[config.mk]
export PLATFORM = sky130hd
export DESIGN_NAME = axi_lite_reg_slave_flat
export DESIGN_NICKNAME = d
export VERILOG_FILES = /design/src/rtl/axi_lite_reg_slave_pkg.sv /design/src/rtl/axi_lite_reg_slave_if.sv /design/src/rtl/axi_lite_reg_slave_decode.sv /design/src/rtl/axi_lite_reg_slave.sv /design/src/flat_wrapper.sv
export SDC_FILE = /design/constraint.sdc
export NUM_CORES = 1
export LEC_CHECK = 0
export CAP_MARGIN = 15
export CORE_ASPECT_RATIO = 1.75
export CORE_MARGIN = 1
export CORE_UTILIZATION = 38
export DETAILED_ROUTE_END_ITERATION = 10
export GPL_TIMING_DRIVEN = 0
export PLACE_DENSITY = 0.64
export SLEW_MARGIN = 5
export SYNTH_ARGS = -nofsm -noshare
export SYNTH_HDL_FRONTEND = slang
export SYNTH_HIERARCHICAL = 1
export SYNTH_SLANG_ARGS = --single-unit
[constraint.sdc]
create_clock -name clk -period 6.6 [get_ports clk]
set_input_delay 1.65 -clock clk [delete_from_list [all_inputs] [get_ports clk]]
set_output_delay 1.65 -clock clk [all_outputs]
set_load 0.1 [all_outputs]
[src/rtl/axi_lite_reg_slave_pkg.sv]
// axi_pack: AXI4-Lite response/prot types and reg-slave FSM state enums.
// Shared by the interface, decoder and register slave.
package axi_pack;

  typedef logic [2:0] prot_t;
  typedef logic [1:0] resp_t;

  localparam resp_t RESP_OKAY   = 2'b00;
  localparam resp_t RESP_EXOKAY = 2'b01;
  localparam resp_t RESP_SLVERR = 2'b10;
  localparam resp_t RESP_DECERR = 2'b11;

  typedef enum logic [1:0] {
    W_IDLE,
    W_HAVE_AW,
    W_HAVE_W,
    W_RESP
  } wstate_t;

  typedef enum logic {
    R_IDLE,
    R_RESP
  } rstate_t;

endpackage

[src/rtl/axi_lite_reg_slave_if.sv]
// AXI4_LITE: five-channel AXI4-Lite bundle with MASTER/SLAVE modports.
// Widths are set per instance and must match the attached slave.
interface AXI4_LITE
  import axi_pack::*;
#(
  parameter int ADDR_WIDTH = 32,
  parameter int DATA_WIDTH = 32
) ();
  localparam int STRB_WIDTH = DATA_WIDTH / 8;

  logic [ADDR_WIDTH-1:0] awaddr;
  prot_t                 awprot;
  logic                  awvalid;
  logic                  awready;

  logic [DATA_WIDTH-1:0] wdata;
  logic [STRB_WIDTH-1:0] wstrb;
  logic                  wvalid;
  logic                  wready;

  resp_t                 bresp;
  logic                  bvalid;
  logic                  bready;

  logic [ADDR_WIDTH-1:0] araddr;
  prot_t                 arprot;
  logic                  arvalid;
  logic                  arready;

  logic [DATA_WIDTH-1:0] rdata;
  resp_t                 rresp;
  logic                  rvalid;
  logic                  rready;

  modport MASTER (
    output awaddr, awprot, awvalid, input awready,
    output wdata, wstrb, wvalid, input wready,
    input bresp, bvalid, output bready,
    output araddr, arprot, arvalid, input arready,
    input rdata, rresp, rvalid, output rready
  );

  modport SLAVE (
    input awaddr, awprot, awvalid, output awready,
    input wdata, wstrb, wvalid, output wready,
    output bresp, bvalid, input bready,
    input araddr, arprot, arvalid, output arready,
    output rdata, rresp, rvalid, input rready
  );

endinterface

[src/rtl/axi_lite_reg_slave_decode.sv]
// axi_lite_addr_decode: address/prot -> {word index, response}.
// Prot checking only with AXI_LITE_REG_SLAVE_PROT_CHECK_EN.
module axi_lite_addr_decode
  import axi_pack::*;
#(
  parameter int ADDR_WIDTH = 32,
  parameter int DATA_WIDTH = 32,
  parameter int NUM_REGS   = 16
) (
  input  logic [ADDR_WIDTH-1:0]       i_addr,
  input  prot_t                       i_prot,
  output logic [$clog2(NUM_REGS)-1:0] o_idx,
  output resp_t                       o_resp
);
  localparam int LO = $clog2(DATA_WIDTH / 8);
  localparam int IW = $clog2(NUM_REGS);
  localparam int HI = LO + IW;

  logic w_hi_set;
  logic w_unused;

  assign o_idx    = i_addr[LO +: IW];
  assign w_hi_set = |i_addr[ADDR_WIDTH-1:HI];

`ifdef AXI_LITE_REG_SLAVE_PROT_CHECK_EN
  assign w_unused = ^{i_addr[LO-1:0], i_prot[2:1]};

  // DECERR outranks the privilege check
  always_comb begin
    o_resp = RESP_OKAY;
    if (w_hi_set)
      o_resp = RESP_DECERR;
    else if (!i_prot[0])
      o_resp = RESP_SLVERR;
  end
`else
  assign w_unused = ^{i_addr[LO-1:0], i_prot};

  always_comb begin
    o_resp = RESP_OKAY;
    if (w_hi_set)
      o_resp = RESP_DECERR;
  end
`endif

endmodule

[src/rtl/axi_lite_reg_slave.sv]
// axi_lite_reg_slave: AXI4-Lite register bank, one write + one read outstanding.
// Optional privilege check: define AXI_LITE_REG_SLAVE_PROT_CHECK_EN.
module axi_lite_reg_slave
  import axi_pack::*;
#(
  parameter int ADDR_WIDTH = 32,
  parameter int DATA_WIDTH = 32,
  parameter int NUM_REGS   = 16
) (
  input  logic                           clk,
  input  logic                           rst_n,
  AXI4_LITE.SLAVE                        axi,
  output logic [NUM_REGS*DATA_WIDTH-1:0] regs_o,
  output logic [NUM_REGS-1:0]            wr_pulse_o
);
  localparam int STRB_WIDTH = DATA_WIDTH / 8;
  localparam int IW         = $clog2(NUM_REGS);

  logic [DATA_WIDTH-1:0] r_regs [NUM_REGS];

  wstate_t               r_wstate;
  logic                  r_awready;
  logic                  r_wready;
  logic                  r_bvalid;
  resp_t                 r_bresp;
  logic [ADDR_WIDTH-1:0] r_awaddr;
  prot_t                 r_awprot;
  logic [DATA_WIDTH-1:0] r_wdata;
  logic [STRB_WIDTH-1:0] r_wstrb;
  logic [NUM_REGS-1:0]   r_wr_pulse;

  rstate_t               r_rstate;
  logic                  r_arready;
  logic                  r_rvalid;
  resp_t                 r_rresp;
  logic [DATA_WIDTH-1:0] r_rdata;

  logic                  w_aw_hs;
  logic                  w_w_hs;
  logic                  w_ar_hs;
  logic                  w_wr_go;
  logic [ADDR_WIDTH-1:0] w_waddr;
  prot_t                 w_wprot;
  logic [DATA_WIDTH-1:0] w_wdata;
  logic [STRB_WIDTH-1:0] w_wstrb;
  logic [IW-1:0]         w_widx;
  resp_t                 w_wresp;
  logic [IW-1:0]         w_ridx;
  resp_t                 w_rresp;

  assign w_aw_hs = axi.awvalid && r_awready;
  assign w_w_hs  = axi.wvalid && r_wready;
  assign w_ar_hs = axi.arvalid && r_arready;

  // The half arriving on the completing edge is used directly, not latched
  assign w_waddr = (r_wstate == W_HAVE_AW) ? r_awaddr : axi.awaddr;
  assign w_wprot = (r_wstate == W_HAVE_AW) ? r_awprot : axi.awprot;
  assign w_wdata = (r_wstate == W_HAVE_W) ? r_wdata : axi.wdata;
  assign w_wstrb = (r_wstate == W_HAVE_W) ? r_wstrb : axi.wstrb;

  assign w_wr_go = ((r_wstate == W_IDLE) && w_aw_hs && w_w_hs) ||
                   ((r_wstate == W_HAVE_AW) && w_w_hs) ||
                   ((r_wstate == W_HAVE_W) && w_aw_hs);

  axi_lite_addr_decode #(
    .ADDR_WIDTH (ADDR_WIDTH),
    .DATA_WIDTH (DATA_WIDTH),
    .NUM_REGS   (NUM_REGS)
  ) u_wdec (
    .i_addr (w_waddr),
    .i_prot (w_wprot),
    .o_idx  (w_widx),
    .o_resp (w_wresp)
  );

  axi_lite_addr_decode #(
    .ADDR_WIDTH (ADDR_WIDTH),
    .DATA_WIDTH (DATA_WIDTH),
    .NUM_REGS   (NUM_REGS)
  ) u_rdec (
    .i_addr (axi.araddr),
    .i_prot (axi.arprot),
    .o_idx  (w_ridx),
    .o_resp (w_rresp)
  );

  always_ff @(posedge clk) begin
    if (!rst_n) begin
      r_wstate   <= W_IDLE;
      r_awready  <= 1'b0;
      r_wready   <= 1'b0;
      r_bvalid   <= 1'b0;
      r_bresp    <= RESP_OKAY;
      r_awaddr   <= '0;
      r_awprot   <= '0;
      r_wdata    <= '0;
      r_wstrb    <= '0;
      r_wr_pulse <= '0;
      for (int i = 0; i < NUM_REGS; i++)
        r_regs[i] <= '0;
    end else begin
      r_wr_pulse <= '0;
      if (w_wr_go) begin
        r_wstate  <= W_RESP;
        r_awready <= 1'b0;
        r_wready  <= 1'b0;
        r_bvalid  <= 1'b1;
        r_bresp   <= w_wresp;
        if (w_wresp == RESP_OKAY) begin
          r_wr_pulse[w_widx] <= 1'b1;
          for (int b = 0; b < STRB_WIDTH; b++)
            if (w_wstrb[b])
              r_regs[w_widx][8*b +: 8] <= w_wdata[8*b +: 8];
        end
      end else begin
        unique case (r_wstate)
          W_IDLE: begin
            r_awready <= !w_aw_hs;
            r_wready  <= !w_w_hs;
            if (w_aw_hs) begin
              r_awaddr <= axi.awaddr;
              r_awprot <= axi.awprot;
              r_wstate <= W_HAVE_AW;
            end else if (w_w_hs) begin
              r_wdata  <= axi.wdata;
              r_wstrb  <= axi.wstrb;
              r_wstate <= W_HAVE_W;
            end
          end
          W_HAVE_AW: ;
          W_HAVE_W:  ;
          W_RESP: begin
            if (axi.bready) begin
              r_bvalid  <= 1'b0;
              r_awready <= 1'b1;
              r_wready  <= 1'b1;
              r_wstate  <= W_IDLE;
            end
          end
          default: r_wstate <= W_IDLE;
        endcase
      end
    end
  end

  always_ff @(posedge clk) begin
    if (!rst_n) begin
      r_rstate  <= R_IDLE;
      r_arready <= 1'b0;
      r_rvalid  <= 1'b0;
      r_rresp   <= RESP_OKAY;
      r_rdata   <= '0;
    end else begin
      unique case (r_rstate)
        R_IDLE: begin
          r_arready <= 1'b1;
          if (w_ar_hs) begin
            r_arready <= 1'b0;
            r_rvalid  <= 1'b1;
            r_rresp   <= w_rresp;
            r_rdata   <= (w_rresp == RESP_OKAY) ? r_regs[w_ridx] : '0;
            r_rstate  <= R_RESP;
          end
        end
        R_RESP: begin
          if (axi.rready) begin
            r_rvalid  <= 1'b0;
            r_arready <= 1'b1;
            r_rstate  <= R_IDLE;
          end
        end
        default: r_rstate <= R_IDLE;
      endcase
    end
  end

  assign axi.awready = r_awready;
  assign axi.wready  = r_wready;
  assign axi.bvalid  = r_bvalid;
  assign axi.bresp   = r_bresp;
  assign axi.arready = r_arready;
  assign axi.rvalid  = r_rvalid;
  assign axi.rresp   = r_rresp;
  assign axi.rdata   = r_rdata;
  assign wr_pulse_o  = r_wr_pulse;

  for (genvar g = 0; g < NUM_REGS; g++) begin : g_regs
    assign regs_o[g*DATA_WIDTH +: DATA_WIDTH] = r_regs[g];
  end

endmodule
[src/flat_wrapper.sv]
// flat-port wrapper written by rule: the top's interface ports become plain ports
module axi_lite_reg_slave_flat import axi_pack::*;
#(
  parameter int ADDR_WIDTH = 32,
  parameter int DATA_WIDTH = 32,
  parameter int NUM_REGS   = 16
)
  (clk, rst_n, regs_o, wr_pulse_o, axi_awaddr, axi_awprot, axi_awvalid, axi_awready, axi_wdata, axi_wstrb, axi_wvalid, axi_wready, axi_bresp, axi_bvalid, axi_bready, axi_araddr, axi_arprot, axi_arvalid, axi_arready, axi_rdata, axi_rresp, axi_rvalid, axi_rready);
  AXI4_LITE #(.ADDR_WIDTH(ADDR_WIDTH), .DATA_WIDTH(DATA_WIDTH)) axi_i ();
  input  logic clk;
  input  logic rst_n;
  output logic [NUM_REGS*DATA_WIDTH-1:0] regs_o;
  output logic [NUM_REGS-1:0] wr_pulse_o;
  input wire logic [$bits(axi_i.awaddr)-1:0] axi_awaddr;
  input wire logic [$bits(axi_i.awprot)-1:0] axi_awprot;
  input wire logic [$bits(axi_i.awvalid)-1:0] axi_awvalid;
  output wire logic [$bits(axi_i.awready)-1:0] axi_awready;
  input wire logic [$bits(axi_i.wdata)-1:0] axi_wdata;
  input wire logic [$bits(axi_i.wstrb)-1:0] axi_wstrb;
  input wire logic [$bits(axi_i.wvalid)-1:0] axi_wvalid;
  output wire logic [$bits(axi_i.wready)-1:0] axi_wready;
  output wire logic [$bits(axi_i.bresp)-1:0] axi_bresp;
  output wire logic [$bits(axi_i.bvalid)-1:0] axi_bvalid;
  input wire logic [$bits(axi_i.bready)-1:0] axi_bready;
  input wire logic [$bits(axi_i.araddr)-1:0] axi_araddr;
  input wire logic [$bits(axi_i.arprot)-1:0] axi_arprot;
  input wire logic [$bits(axi_i.arvalid)-1:0] axi_arvalid;
  output wire logic [$bits(axi_i.arready)-1:0] axi_arready;
  output wire logic [$bits(axi_i.rdata)-1:0] axi_rdata;
  output wire logic [$bits(axi_i.rresp)-1:0] axi_rresp;
  output wire logic [$bits(axi_i.rvalid)-1:0] axi_rvalid;
  input wire logic [$bits(axi_i.rready)-1:0] axi_rready;
  assign axi_i.awaddr = axi_awaddr;
  assign axi_i.awprot = axi_awprot;
  assign axi_i.awvalid = axi_awvalid;
  assign axi_awready = axi_i.awready;
  assign axi_i.wdata = axi_wdata;
  assign axi_i.wstrb = axi_wstrb;
  assign axi_i.wvalid = axi_wvalid;
  assign axi_wready = axi_i.wready;
  assign axi_bresp = axi_i.bresp;
  assign axi_bvalid = axi_i.bvalid;
  assign axi_i.bready = axi_bready;
  assign axi_i.araddr = axi_araddr;
  assign axi_i.arprot = axi_arprot;
  assign axi_i.arvalid = axi_arvalid;
  assign axi_arready = axi_i.arready;
  assign axi_rdata = axi_i.rdata;
  assign axi_rresp = axi_i.rresp;
  assign axi_rvalid = axi_i.rvalid;
  assign axi_i.rready = axi_rready;
  axi_lite_reg_slave #(.ADDR_WIDTH(ADDR_WIDTH), .DATA_WIDTH(DATA_WIDTH), .NUM_REGS(NUM_REGS)) u_core (.clk(clk), .rst_n(rst_n), .axi(axi_i), .regs_o(regs_o), .wr_pulse_o(wr_pulse_o));
endmodule
==> results of run 1 <==
## registers in the layout, summed over array words and instances (netlist names), 2 cells and up
| name | count |
|---|---|
| u_core/axi.bresp | 2 |
| u_core/axi.rdata | 32 |
| u_core/axi.rresp | 2 |
| u_core/r_awaddr | 30 |
| u_core/r_regs | 512 |
| u_core/r_wdata | 32 |
| u_core/r_wstate | 2 |
| u_core/r_wstrb | 4 |
| u_core/wr_pulse_o | 16 |
## worst min-delay path by stage
stage / slack (ps) / depth (start not counted) / to / from
floorplan: 440 / 1 / u_core/axi.rvalid / u_core/r_rstate
global placement: 460 / 2 / u_core/r_awaddr[2] / u_core/r_awaddr[2]
detailed placement: 460 / 2 / u_core/axi.bresp[1] / u_core/axi.bresp[1]
CTS: 480 / 2 / u_core/r_wdata[13] / u_core/r_wdata[13]
global route: 490 / 2 / u_core/r_awaddr[22] / u_core/r_awaddr[22]
finish: 480 / 2 / u_core/r_awaddr[14] / u_core/r_awaddr[14]
## cell type report
| class | instances | area, um^2 | area share [%] |
|---|---|---|---|
| flip-flops and latches | 638 | 17900 | 44.5 |
| multi-input cells | 1192 | 10200 | 25.4 |
| repair buffers | 720 | 7070 | 17.6 |
| plain buffers | 338 | 1620 | 4.04 |
| clock buffers | 72 | 1620 | 4.02 |
| well taps | 1020 | 1280 | 3.17 |
| clock inverters | 39 | 529 | 1.32 |
| inverters | 1 | 3.75 | 0.00933 |
| diodes | 1 | 2.50 | 0.00622 |
## power breakdown
| part | switching [mW] | total, mW | internal, mW |
|---|---|---|---|
| Clock | 1.65 | 3.87 | 2.22 |
| Combinational | 1.80 | 2.36 | 0.564 |
| Sequential | 0.155 | 4.63 | 4.47 |
## stage by stage
stage / total power [mW] / utilization, % / setup WS [ps]
finish: 10.9 / 52.6 / 594
global route: 11.0 / 52.6 / 702
CTS: 10.8 / 52.5 / 874
detailed placement: 7.01 / 49.7 / 208
global placement: 6.96 / 49.0 / -446
floorplan: 6.16 / - / 1820
## tightest hold or removal path, cell delays in order (launching register included)
cell and delay (ps):
dfxtp_1 310, o21ai_0 60, a21oi_1 60
## placed cells by master (no fill, tap or decap), drive strengths merged, types with 9 or more instances in the layout
cell / n
clkdlybuf4s50: 666
nor4: 523
edfxtp: 512
clkbuf: 271
buf: 193
mux4: 128
dfxtp: 126
nand3: 101
mux2i: 100
a21oi: 74
o21ai: 66
o31ai: 66
o221ai: 32
mux2: 30
nor2: 21
clkinv: 15
bufinv: 12
nand2: 10
clkinvlp: 10
nand4: 9
## routing by layer
metal / share of wire [%] / vias up
met2: 47 / 2560
li1: - / 10516
met5: 0.017 / -
met4: 10 / 4
met1: 30 / 13241
met3: 13 / 681
==> results by group, run 1 <==
Floorplan
  • I/O Pins: about 680
  • Die area: 0.0788 mm^2
  • Core box area: 0.0765 mm^2
  • Rows: 134
  • Die height: ~370 um
  • X dimension of the die: 213 um
  • Starting Density: between 30 and 40%

Clock tree
  • CTS Sinks: about 640
  • Cts bufs inserted: 60
  • Maximum buffer depth of the clock tree: 3
  • Post-CTS resize count: 0
  • Post CTS Setup Buffer Count: 0
  • Worst-path clk slew: 70 ps
  • CTS Hold Buffers Added: 0
  • Root Driver: clkbuf_16
  • H-tree levels: 2
  • CTS tree: built
  • Clk_lat worst skew: 670 ps

Timing
  • Max Slew Vio Count: 0
  • Setup TNS: 0 ps
  • Highest clock rate: roughly 170 MHz
  • RSZ-0062 raised after global routing: false
  • Period Utilization, post-route: between 90% and 100%
  • Clock skew: 28.5 ps
  • Hold_ws: 476 ps
  • Hold Fails Final Rpt: 0
  • Min Tclk post-route: approximately 6000 ps
  • Final setup viols: 0
  • Least-Margin Pin Slew: 1380 ps
  • Max transition margin: 7.86%

Route
  • 1st-iter DRT viols: 3,646
  • Drt drc: 0
  • First-pass DRT Iterations: 8
  • Total Routed Length: 160,000 um
  • DR vias/cell: 6.72
  • Via count: 27.0k
  • Routed len/inst: 39.9 um
  • ANT nets after route: 0

Critical path
  • Critical Path Stages: 12
  • Register-to-Register Path Depth: 15
  • R2R Path Start: u_core/r_wstate[1]
  • Critical path required time: 6970 ps
  • Cell family with most CP delay: buffers and inverters
  • Worst Setup End Kind: flip-flop
  • Critical Path, Cell by Cell: clkdlybuf4s50_1 > mux2_2 > or4_1 > nor3_2 > nand4_1 > buf_4 > nor4bb_1 > nand4_1 > buf_2 > buf_1 > o31ai_1 > buf_2
  • Worst EP arrival: between 6000 and 7000 ps
  • R2R Path End: u_core/r_regs[7][18]
  • Setup crit end: u_core/r_regs[7][18]
  • Kind of critical path: input port to flip-flop
  • Bufs and invs on worst path: 5
  • Crit path from: axi_awaddr[17]
  • Slowest-stage cell, CP: o31ai_1
  • Critical Path Max Stage Delay: 1010 ps
  • CP Max Fanout: 10
  • CP Launch Type: input port
  • R2r setup slk: 710 ps

Cells and area
  • Layout cells sized above 1: 16.5%
  • FILL cells: between 6k and 7k
  • Nets: 3,064
  • Final instance area: 0.0402 mm^2
  • Finished Layout Cells: between 4k and 5k
  • P&R area growth vs syn: 36.4%

Placed design
  • Placed instance area: 0.0380 mm^2
  • Port bufs: around 670
  • Inst Count DP: 3,904
  • Post-DP HPWL: 126,000 um
  • Gpl congestion: 0.990

Hold path
  • Worst Hold Class: flip-flop to flip-flop

Yosys
  • Syn_area_per_cell: 13.6 um^2
  • Synthesized area: ~0.03 mm^2
  • Syn_nets: 2,282
  • Yosys warns: 6
  • Mapped Cells: 2,169

GRT
  • Met2 Track Usage GR: 65.4%
  • Global routing's busiest layer: met2
  • Largest net degree at the start of global routing: 17
  • Global-route wire length before repair: around 210,000 um
  • Met1 Resource Use GR: 41.7%
  • Initial antenna violation count: 2
  • Gr ovfl total: 0
  • Vias in the first global route: around 26k
  • Met3 usage: between 10% and 20%
  • Tot GR Track Use: 40.0%

Power
  • Pwr/cell area: 270 mW/mm^2
  • VDD IR max: between 150 and 200 uV
  • Pleak: 13.1 nW

Run status
  • Status: completed

Run
  • Max cap viols: 0
No activity file was read; power rests on OpenSTA's default activity.
==> run 2, diff against run 1 <==
Settings changed: ABC_AREA set to 1, SLEW_MARGIN 5 to 20.
==> run 2 against run 1 <==
Compared with the run above:
- first-iteration DRC count down 3.0%
- synthesized cell count up 61%
- clock power down 7.8%
- flip-flop and latch count unchanged
- largest cell class unchanged
==> results by group, run 2 <==
Timing
  • Least-Margin Pin Slew: 1330 ps (was 1380 ps)
  • Hold Fails Final Rpt: 0 (unchanged)
  • Final setup viols: 0 (unchanged)
  • RSZ-0062 raised after global routing: false (unchanged)
  • Period Utilization, post-route: 85.8% (was 91.0%)
  • Clock skew: 37.4 ps (was 28.5 ps)
  • Max Slew Vio Count: 0 (unchanged)
  • Final setup margin: 937 ps (was 594 ps)
  • Highest clock rate: 177 MHz (was 166 MHz)
  • Min Tclk post-route: 5660 ps (was 6010 ps)
  • Max transition margin: 11.5% (was 7.86%)
  • Setup TNS: 0 ps (unchanged)

Cells and area
  • Commonest non-fill, non-tap cells in the layout: 917 x nand2_1, 662 x clkdlybuf4s50_1, 586 x nor2_1 (was 666 x clkdlybuf4s50_1, 523 x nor4_1, 512 x edfxtp_1)
  • Layout cells sized above 1: 4.73% (was 16.5%)
  • Max reg flops: 512 (unchanged)
  • Reg with most FFs: u_core/r_regs (unchanged)
  • Final instance area: 0.0396 mm^2 (was 0.0402 mm^2)
  • P&R area growth vs syn: 33.6% (was 36.4%)
  • Nets: 4,341 (was 3,064)
  • Most common cell after layout, fill and taps aside: nand2_1 (was clkdlybuf4s50_1)

GRT
  • Gr ovfl total: 0 (unchanged)
  • Initial antenna violation count: 13 (was 2)
  • Vias in the first global route: 27.5k (was 26.3k)
  • Largest net degree at the start of global routing: 17 (unchanged)
  • Global-route wire length before repair: 206,000 um (was 213,000 um)
  • Tot GR Track Use: 38.2% (was 40.0%)

Floorplan
  • X dimension of the die: 213 um (about the same)
  • Die height: 372 um (was 370 um)
  • I/O Pins: 682 (unchanged)
  • Rows: 135 (was 134)
  • Die area: 0.0792 mm^2 (was 0.0788 mm^2)
  • Starting Density: 38.3% (was 38.6%)
  • Core box area: 0.0774 mm^2 (was 0.0765 mm^2)

Clock tree
  • Cts bufs inserted: 60 (unchanged)
  • Post CTS Setup Buffer Count: 0 (unchanged)
  • Worst-path clk slew: 70 ps (about the same)
  • CTS Hold Buffers Added: 0 (unchanged)
  • H-tree levels: 2 (unchanged)
  • Maximum buffer depth of the clock tree: 3 (unchanged)
  • CTS tree: built (unchanged)
  • Post-CTS resize count: 0 (unchanged)
  • CTS Sinks: 638 (unchanged)
  • Root Driver: clkbuf_16 (unchanged)
  • Clk_lat worst skew: 670 ps (about the same)

Critical path
  • Critical path required time: 6890 ps (was 6970 ps)
  • Register-to-Register Path Depth: 16 (was 15)
  • Slowest-stage cell, CP: nand2_1 (was o31ai_1)
  • Kind of critical path: input port to flip-flop (unchanged)
  • CP dominant cell by count: nand2_1
  • Worst EP arrival: 5950 ps (was 6380 ps)
  • Critical Path Max Stage Delay: 820 ps (was 1010 ps)
  • CP Max Fanout: 9 (was 10)
  • Bufs and invs on worst path: 3 (was 5)
  • R2R Path Start: u_core/r_wstate[1] (unchanged)
  • CP Launch Type: input port (unchanged)
  • Setup crit end: u_core/r_regs[4][11] (was u_core/r_regs[7][18])
  • R2R Path End: u_core/r_regs[4][11] (was u_core/r_regs[7][18])
  • Crit path from: axi_awaddr[9] (was axi_awaddr[17])
  • Critical Path, Cell by Cell: clkdlybuf4s50_1 > nand2_1 > o21ai_0 > nor2_1 > nand2_1 > nor2_1 > nand3_1 > buf_4 > nor2_1 > inv_1 > nor2_2 > nand2_1 > nor2_2 > nand2_1 > nand2_1 (was clkdlybuf4s50_1 > mux2_2 > or4_1 > nor3_2 > nand4_1 > buf_4 > nor4bb_1 > nand4_1 > buf_2 > buf_1 > o31ai_1 > buf_2)
  • Cell family with most CP delay: simple AND/OR/NAND/NOR gates (was buffers and inverters)
  • Worst Setup End Kind: flip-flop (unchanged)
  • Critical Path Stages: 15 (was 12)
  • R2r setup slk: 1190 ps (was 710 ps)

Yosys
  • Synthesized area: 0.0297 mm^2 (was 0.0295 mm^2)
  • Syn_area_per_cell: 8.48 um^2 (was 13.6 um^2)
  • Syn_nets: 3,611 (was 2,282)
  • Mapped Cells: 3,498 (was 2,169)
  • Yosys warns: 6 (unchanged)

Power
  • VDD IR max: 224 uV (was 196 uV)
  • Pleak: 16.4 nW (was 13.1 nW)
  • Pwr/cell area: 276 mW/mm^2 (was 270 mW/mm^2)

Placed design
  • Port bufs: 666 (unchanged)
  • Gpl congestion: 0.974 (was 0.990)
  • Pre-CTS WS: 560 ps (was 208 ps)
  • Post-DP HPWL: 116,000 um (was 126,000 um)
  • Placed instance area: 0.0376 mm^2 (was 0.0380 mm^2)

Route
  • Routed len/inst: 29.0 um (was 39.9 um)
  • ANT nets after route: 0 (unchanged)
  • Via count: 28.9k (was 27.0k)
  • Drt drc: 0 (unchanged)
  • First-pass DRT Iterations: 6 (was 8)
  • Total Routed Length: 154,000 um (was 160,000 um)
  • 1st-iter DRT viols: 3,537 (was 3,646)
  • DR vias/cell: 5.45 (was 6.72)

Run status
  • Status: completed (unchanged)

Run
  • Max cap viols: 0 (unchanged)

Hold path
  • Worst Hold Class: flip-flop to flip-flop (unchanged)
run 2: cell type report:
type	instances	area, um^2
plain buffers	209	910
clock inverters	25	216
inverters	471	1770
well taps	1027	1280
repair buffers	668	6670
multi-input cells	2180	9100
fillers	7529	37700
flip-flops and latches	638	17900
diodes	4	10.0
clock buffers	83	1760
run 2: how the worst min path moves through the flow:
| stage | depth (start not counted) | start | end | slack [ps] |
|---|---|---|---|---|
| after CTS | 2 | u_core/r_awaddr[20] | u_core/r_awaddr[20] | 450 |
| after global placement | 2 | u_core/r_awaddr[19] | u_core/r_awaddr[19] | 430 |
| after detailed placement | 2 | u_core/r_awaddr[2] | u_core/r_awaddr[2] | 440 |
| after global routing | 2 | u_core/r_awaddr[20] | u_core/r_awaddr[20] | 460 |
| final | 2 | u_core/r_awaddr[20] | u_core/r_awaddr[20] | 450 |
| after floorplan | 2 | u_core/r_awaddr[2] | u_core/r_awaddr[2] | 420 |
run 2: tightest hold or removal path: stages (launching register included):
cell	delay, ps
dfxtp_1	300
inv_1	50
a21oi_1	50
run 2: where the power goes:
| group | switching, mW | internal (mW) | total, mW |
|---|---|---|---|
| combinational | 2.14 | 0.549 | 2.68 |
| clock | 1.60 | 1.97 | 3.57 |
| sequential | 0.140 | 4.54 | 4.68 |
run 2: metrics by stage:
stage / hold slack (ps) / cells / power, mW / util, %
2_1_floorplan: 424 / 3498 / 6.45 / -
4_1_cts: 450 / 5300 / 10.9 / 51.2
5_1_grt: 461 / 5302 / 11.2 / 51.2
6_report: 448 / 5305 / 10.9 / 51.2
3_5_place_dp: 440 / 5192 / 7.39 / 48.6
3_3_place_gp: 434 / 5191 / 7.38 / 48.6
run 2: routing by layer:
layer	GRT usage [%]	wire length, um
met1	44.2	52400
met2	61.0	70800
met3	9.28	17800
met4	28.3	12800
met5	0	101
==> RTL change 1 (settings of run 1) <==
`DATA_WIDTH` is set to 32 in 4 places; all go to 16.
--- a/src/rtl/axi_lite_reg_slave_if.sv
+++ b/src/rtl/axi_lite_reg_slave_if.sv
@@ -5,5 +5,5 @@
 #(
   parameter int ADDR_WIDTH = 32,
-  parameter int DATA_WIDTH = 32
+  parameter int DATA_WIDTH = 16
 ) ();
   localparam int STRB_WIDTH = DATA_WIDTH / 8;
--- a/src/rtl/axi_lite_reg_slave_decode.sv
+++ b/src/rtl/axi_lite_reg_slave_decode.sv
@@ -5,5 +5,5 @@
 #(
   parameter int ADDR_WIDTH = 32,
-  parameter int DATA_WIDTH = 32,
+  parameter int DATA_WIDTH = 16,
   parameter int NUM_REGS   = 16
 ) (
--- a/src/rtl/axi_lite_reg_slave.sv
+++ b/src/rtl/axi_lite_reg_slave.sv
@@ -5,5 +5,5 @@
 #(
   parameter int ADDR_WIDTH = 32,
-  parameter int DATA_WIDTH = 32,
+  parameter int DATA_WIDTH = 16,
   parameter int NUM_REGS   = 16
 ) (
--- a/src/flat_wrapper.sv
+++ b/src/flat_wrapper.sv
@@ -3,5 +3,5 @@
 #(
   parameter int ADDR_WIDTH = 32,
-  parameter int DATA_WIDTH = 32,
+  parameter int DATA_WIDTH = 16,
   parameter int NUM_REGS   = 16
 )
Interface: changed (resized axi_rdata, axi_wdata, axi_wstrb and regs_o); port bits go from 682 to 392. No check against the original RTL was run, so the function may have changed too.
==> RTL change 1 against run 1 <==
Worst setup slack improved by 0.39 ns. Combinational power decreased by 37%. Cell count decreased by 43%. Cell area decreased by 45%. Sequential cell count decreased by 289. Power decreased by 45%. Critical path depth decreased by 1. Synthesized area decreased by 44%. Global-route usage decreased by 8.7 points. Routed wire length decreased by 56%. Hold slack got worse by 0.020 ns. Largest cell class unchanged.
==> RTL change 1: results (changes against run 1) <==
- Clock latency of the later-clocked register in the worst-skew pair: 0.54 ns (-0.13 ns)
- Layout clock buffer count: 50 (-31%)
- Routed Wire Length: 70.3 mm (-56%)
- Largest net degree at the start of global routing: 16 (-1)
- NonClk Buf Share: 21.9% (+0.29 points)
- Initial detailed-routing violation count: 1,587 (-56%)
- Routed met1 length: 21.3 mm (-56%)
- Switch share: 34.5% (+1.3 points)
- Placed wire-length estimate: 54.7 mm (-57%)
- Global-route usage over all layers: 31.3% (-8.7 points)
- Number of fill cells: 3,704 (-44%)
- GRT met3 Usage: 8.37% (-4.8 points)
- Via count of the first global-routing pass: 14,574 (-45%)
- Worst setup path startpoint: axi_awaddr[6]
- FF+latch count: 349 (-45%)
- Uppermost metal layer occupied by signal nets: met4
- Crit path setup slack, layout: 0.987 ns (+0.393 ns)
- Routed length on met3: 7.36 mm (-64%)
- Total power divided by cell area: 267 mW/mm2 (-1.0%)
- Hold Startpoint: u_core/axi.rresp[1]
- Plain + repair buffers: 594 (-44%)
- Reg area: 0.00955 mm2 (-47%)
- Post-layout nets: 1,783 (-42%)
- Initial antenna violation count: 0 (-2)
- # port buffers: 379 (-43%)
- Path depth of the worst reg2reg path: 14 (-1)
- Capture point of the worst path: u_core/r_regs[9][6]
- Met2 track demand over resource: 55.1% (-10 points)
- Clock buffer and inverter area fraction after layout: 4.75% (-0.59 points)
- Non-filler instance count after layout: 2,273 (-43%)
- Worst setup slack before clock tree synthesis: 0.338 ns (+0.130 ns)
- Worst VDD drop: 208 uV (+6.2%)
- Number of flip-flops under the largest register name: 256 (-50%)
- Global-route wire length before repair: 99.7 mm (-53%)
- Reg2reg setup slack: 1.08 ns (+0.37 ns)
- Total area of multi-input combinational cells: 0.00607 mm2 (-40%)
- Detail-routed via count per cell: 6.25 (-6.9%)
- Count of inserted antenna diode cells: 0 (-1)
- Power of the sequential group: 2540 uW (-45%)
- Status: finished clean
- Worst clock skew on the final layout: 0.0226 ns (-0.00596 ns)
- P_sw: 2050 uW (-43%)
- Syn Inst Count: 1,245 (-43%)
- Tightest hold margin: 0.456 ns (-0.0204 ns)
- DR WL met2: 35.7 mm (-53%)
- M1 GR Usage: 31.4% (-10 points)
- Post-Synthesis Net Count: 1,340 (-41%)
- Post-Place Cell Area: 0.0212 mm2 (-44%)
- Number of buffers created by CTS: 34 (-43%)
- Number of instances in the placed design: 2,208 (-43%)
- Final weighted congestion in routability-driven placement: 0.956 (-3.4%)
- Clock network power: 1920 uW (-50%)
- Ratio of cells with drive above 1 in the final layout: 18.0% (+1.5 points)
[RTL change 1: cell count changes in the layout (fill, tap and decap cells not counted), sizes merged, moves of 50 or more]
cell / before / now
buf: 193 / 110
clkbuf: 271 / 155
mux4: 128 / 64
mux2i: 100 / 50
clkdlybuf4s50: 666 / 379
nor4: 523 / 269
edfxtp: 512 / 256
[RTL change 1: worst max-delay path, stage by stage]
cell and delay (ns):
sky130_fd_sc_hd__clkdlybuf4s50_1 0.44, sky130_fd_sc_hd__mux2_2 0.28, sky130_fd_sc_hd__nor4_1 0.37, sky130_fd_sc_hd__and4_1 0.30, sky130_fd_sc_hd__nand4_1 0.18, sky130_fd_sc_hd__buf_4 0.22, sky130_fd_sc_hd__nor4b_1 0.30, sky130_fd_sc_hd__nand4_1 0.40
sky130_fd_sc_hd__clkbuf_1 0.45, sky130_fd_sc_hd__o31ai_1 0.92, sky130_fd_sc_hd__buf_2 0.34
==> RTL change 2 (config.mk and constraints of run 1) <==
Made on the original files. Make the reset (`rst_n`) asynchronous in 2 clocked blocks.
--- a/src/rtl/axi_lite_reg_slave.sv
+++ b/src/rtl/axi_lite_reg_slave.sv
@@ -85,5 +85,5 @@
   );
 
-  always_ff @(posedge clk) begin
+  always_ff @(posedge clk or negedge rst_n) begin
     if (!rst_n) begin
       r_wstate   <= W_IDLE;
@@ -144,5 +144,5 @@
   end
 
-  always_ff @(posedge clk) begin
+  always_ff @(posedge clk or negedge rst_n) begin
     if (!rst_n) begin
       r_rstate  <= R_IDLE;
Check against the original RTL: not settled (the Yosys comparison gave no result); the edit may change what the design does.
==> RTL change 2 against run 1 <==
Maximum frequency decreased by 5.8%. Critical path depth unchanged. Cell area decreased by 1.4%. Highest routed layer unchanged. Non-clock buffer count decreased by 242. Worst setup slack got worse by 0.37 ns. Power decreased by 7.2%. Clock power decreased by 5%. Sequential cell count unchanged. Count of clock-buffer cells in the layout increased by 19. Critical path type is now flip-flop to flip-flop. Synthesized area decreased by 1.1%. Routed wire length decreased by 26%.
==> RTL change 2: results (changes against run 1) <==
- Number of flip-flops under the largest register name: 512 (unchanged)
- Post-CTS setup buffer count: 0 (unchanged)
- Worst setup slack before clock tree synthesis: -0.108 ns (-0.316 ns)
- Post-layout nets: 2,703 (-12%)
- Detail-routed via count per cell: 5.58 (-17%)
- Post-Place Cell Area: 0.0376 mm2 (-1.2%)
- DR WL met2: 58.7 mm (-22%)
- Cell at the root of the clock tree: sky130_fd_sc_hd__clkbuf_16
- M1 GR Usage: 36.0% (-5.7 points)
- Largest driver fanout on the critical path: 10 (unchanged)
- Number of buffers created by CTS: 61 (+1.7%)
- Average routed wire per standard cell: 32.4 um (-19%)
- Kind of path behind the tightest hold check: flip-flop to flip-flop
- # port buffers: 667 (+0.15%)
- Routed met1 length: 44.7 mm (-7.5%)
- Ratio of cells with drive above 1 in the final layout: 38.7% (+22 points)
- Largest incremental delay on the critical path: 1.05 ns (+0.04 ns)
- Fin. Hold Viols: 0 (unchanged)
- Bufs on Longest Clock Path: 3 (unchanged)
- GRT met3 Usage: 7.50% (-5.6 points)
- Drt first pass iters: 6 (-2)
- Uppermost metal layer occupied by signal nets: met5
- Total via count after detailed routing: 20,414 (-24%)
- Post-Synthesis Net Count: 1,945 (-15%)
- Number of instances in the placed design: 3,545 (-9.2%)
- Initial detailed-routing violation count: 1,462 (-60%)
- Worst VDD drop: 301 uV (+54%)
- Status: finished clean
- Global-route usage over all layers: 30.5% (-9.5 points)
- Largest net degree at the start of global routing: 119 (+102)
- YS warnings: 6 (unchanged)
- Htree depth: 2 (unchanged)
- Standby leakage power: 0.0176 uW (+35%)
- Avg Synthesized Cell Area: 15.9 um2 (+17%)
- Placed wire-length estimate: 87.7 mm (-30%)
- Critical path arrival: 6.92 ns (+0.54 ns)
- Clock input transition at the sequential cells of the worst setup and hold paths: 0.07 ns (about the same)
- Via count of the first global-routing pass: 22,084 (-16%)
- Clock latency of the later-clocked register in the worst-skew pair: ~0.66 ns
- Slew at the pin closest to its max-slew limit: 1.33 ns (-0.0562 ns)
- Initial antenna violation count: 8 (+6)
- Worst clock skew on the final layout: 0.0266 ns (-0.00193 ns)
- Final weighted congestion in routability-driven placement: 0.910 (-8.1%)
- Routed length on met3: 8.85 mm (-56%)
- Met2 track demand over resource: 51.6% (-14 points)
- Cell with the biggest individual delay on the critical path: sky130_fd_sc_hd__nor4b_1
- GR peak layer: met2
- Global-route wire length before repair: 167 mm (-22%)
- Resized Gates After CTS: 0 (unchanged)
==> RTL change 2: changes by cell type in the layout (fill, tap and decap cells not counted), moves of 93 or more <==
cell,before,now
sky130_fd_sc_hd__nor4_1,523,11
sky130_fd_sc_hd__dfxtp_1,126,0
sky130_fd_sc_hd__dfrtp_1,0,638
sky130_fd_sc_hd__nand3_1,101,8
sky130_fd_sc_hd__clkbuf_1,205,80
sky130_fd_sc_hd__mux2_2,30,642
sky130_fd_sc_hd__edfxtp_1,512,0
==> RTL change 2: worst paths after layout <==
kind / slack, ns / startpoint / endpoint / depth (start not counted)
setup / recovery: 0.22 / u_core/r_wstate[0] / u_core/regs_o[425] / 12
hold / removal: 0.49 / u_core/axi.rdata[15] / u_core/axi.rdata[15] / 2
setup reg to reg: 0.22 / u_core/r_wstate[0] / u_core/regs_o[425] / 12
hold reg to reg: 0.49 / u_core/axi.rdata[15] / u_core/axi.rdata[15] / 2
max in group asynchronous: 4.00 / rst_n / u_core/regs_o[314] / 3
min in group asynchronous: 1.05 / rst_n / u_core/regs_o[136] / 1
==> RTL change 2: layout make-up <==
type	count	area, um2
flip-flops and latches	638	16000
well taps	1020	1280
diodes	3	7.51
fillers	6580	36500
repair buffers	695	7140
clock buffers	91	1800
multi-input cells	1072	12600
plain buffers	121	598
inverters	1	3.75
clock inverters	20	265
==> RTL change 2: power by group <==
group | internal, uW | switching (uW)
clock | 2080 | 1610
sequential | 4140 | 113
combinational | 693 | 1440
total | 6910 | 3160
==> RTL change 2: critical path, delay by kind of cell, from the launching register on <==
kind	cells	cell delay, ns
mux	2	0.87
simple gates	6	3.65
buf+inv	4	1.37
flops	1	0.38
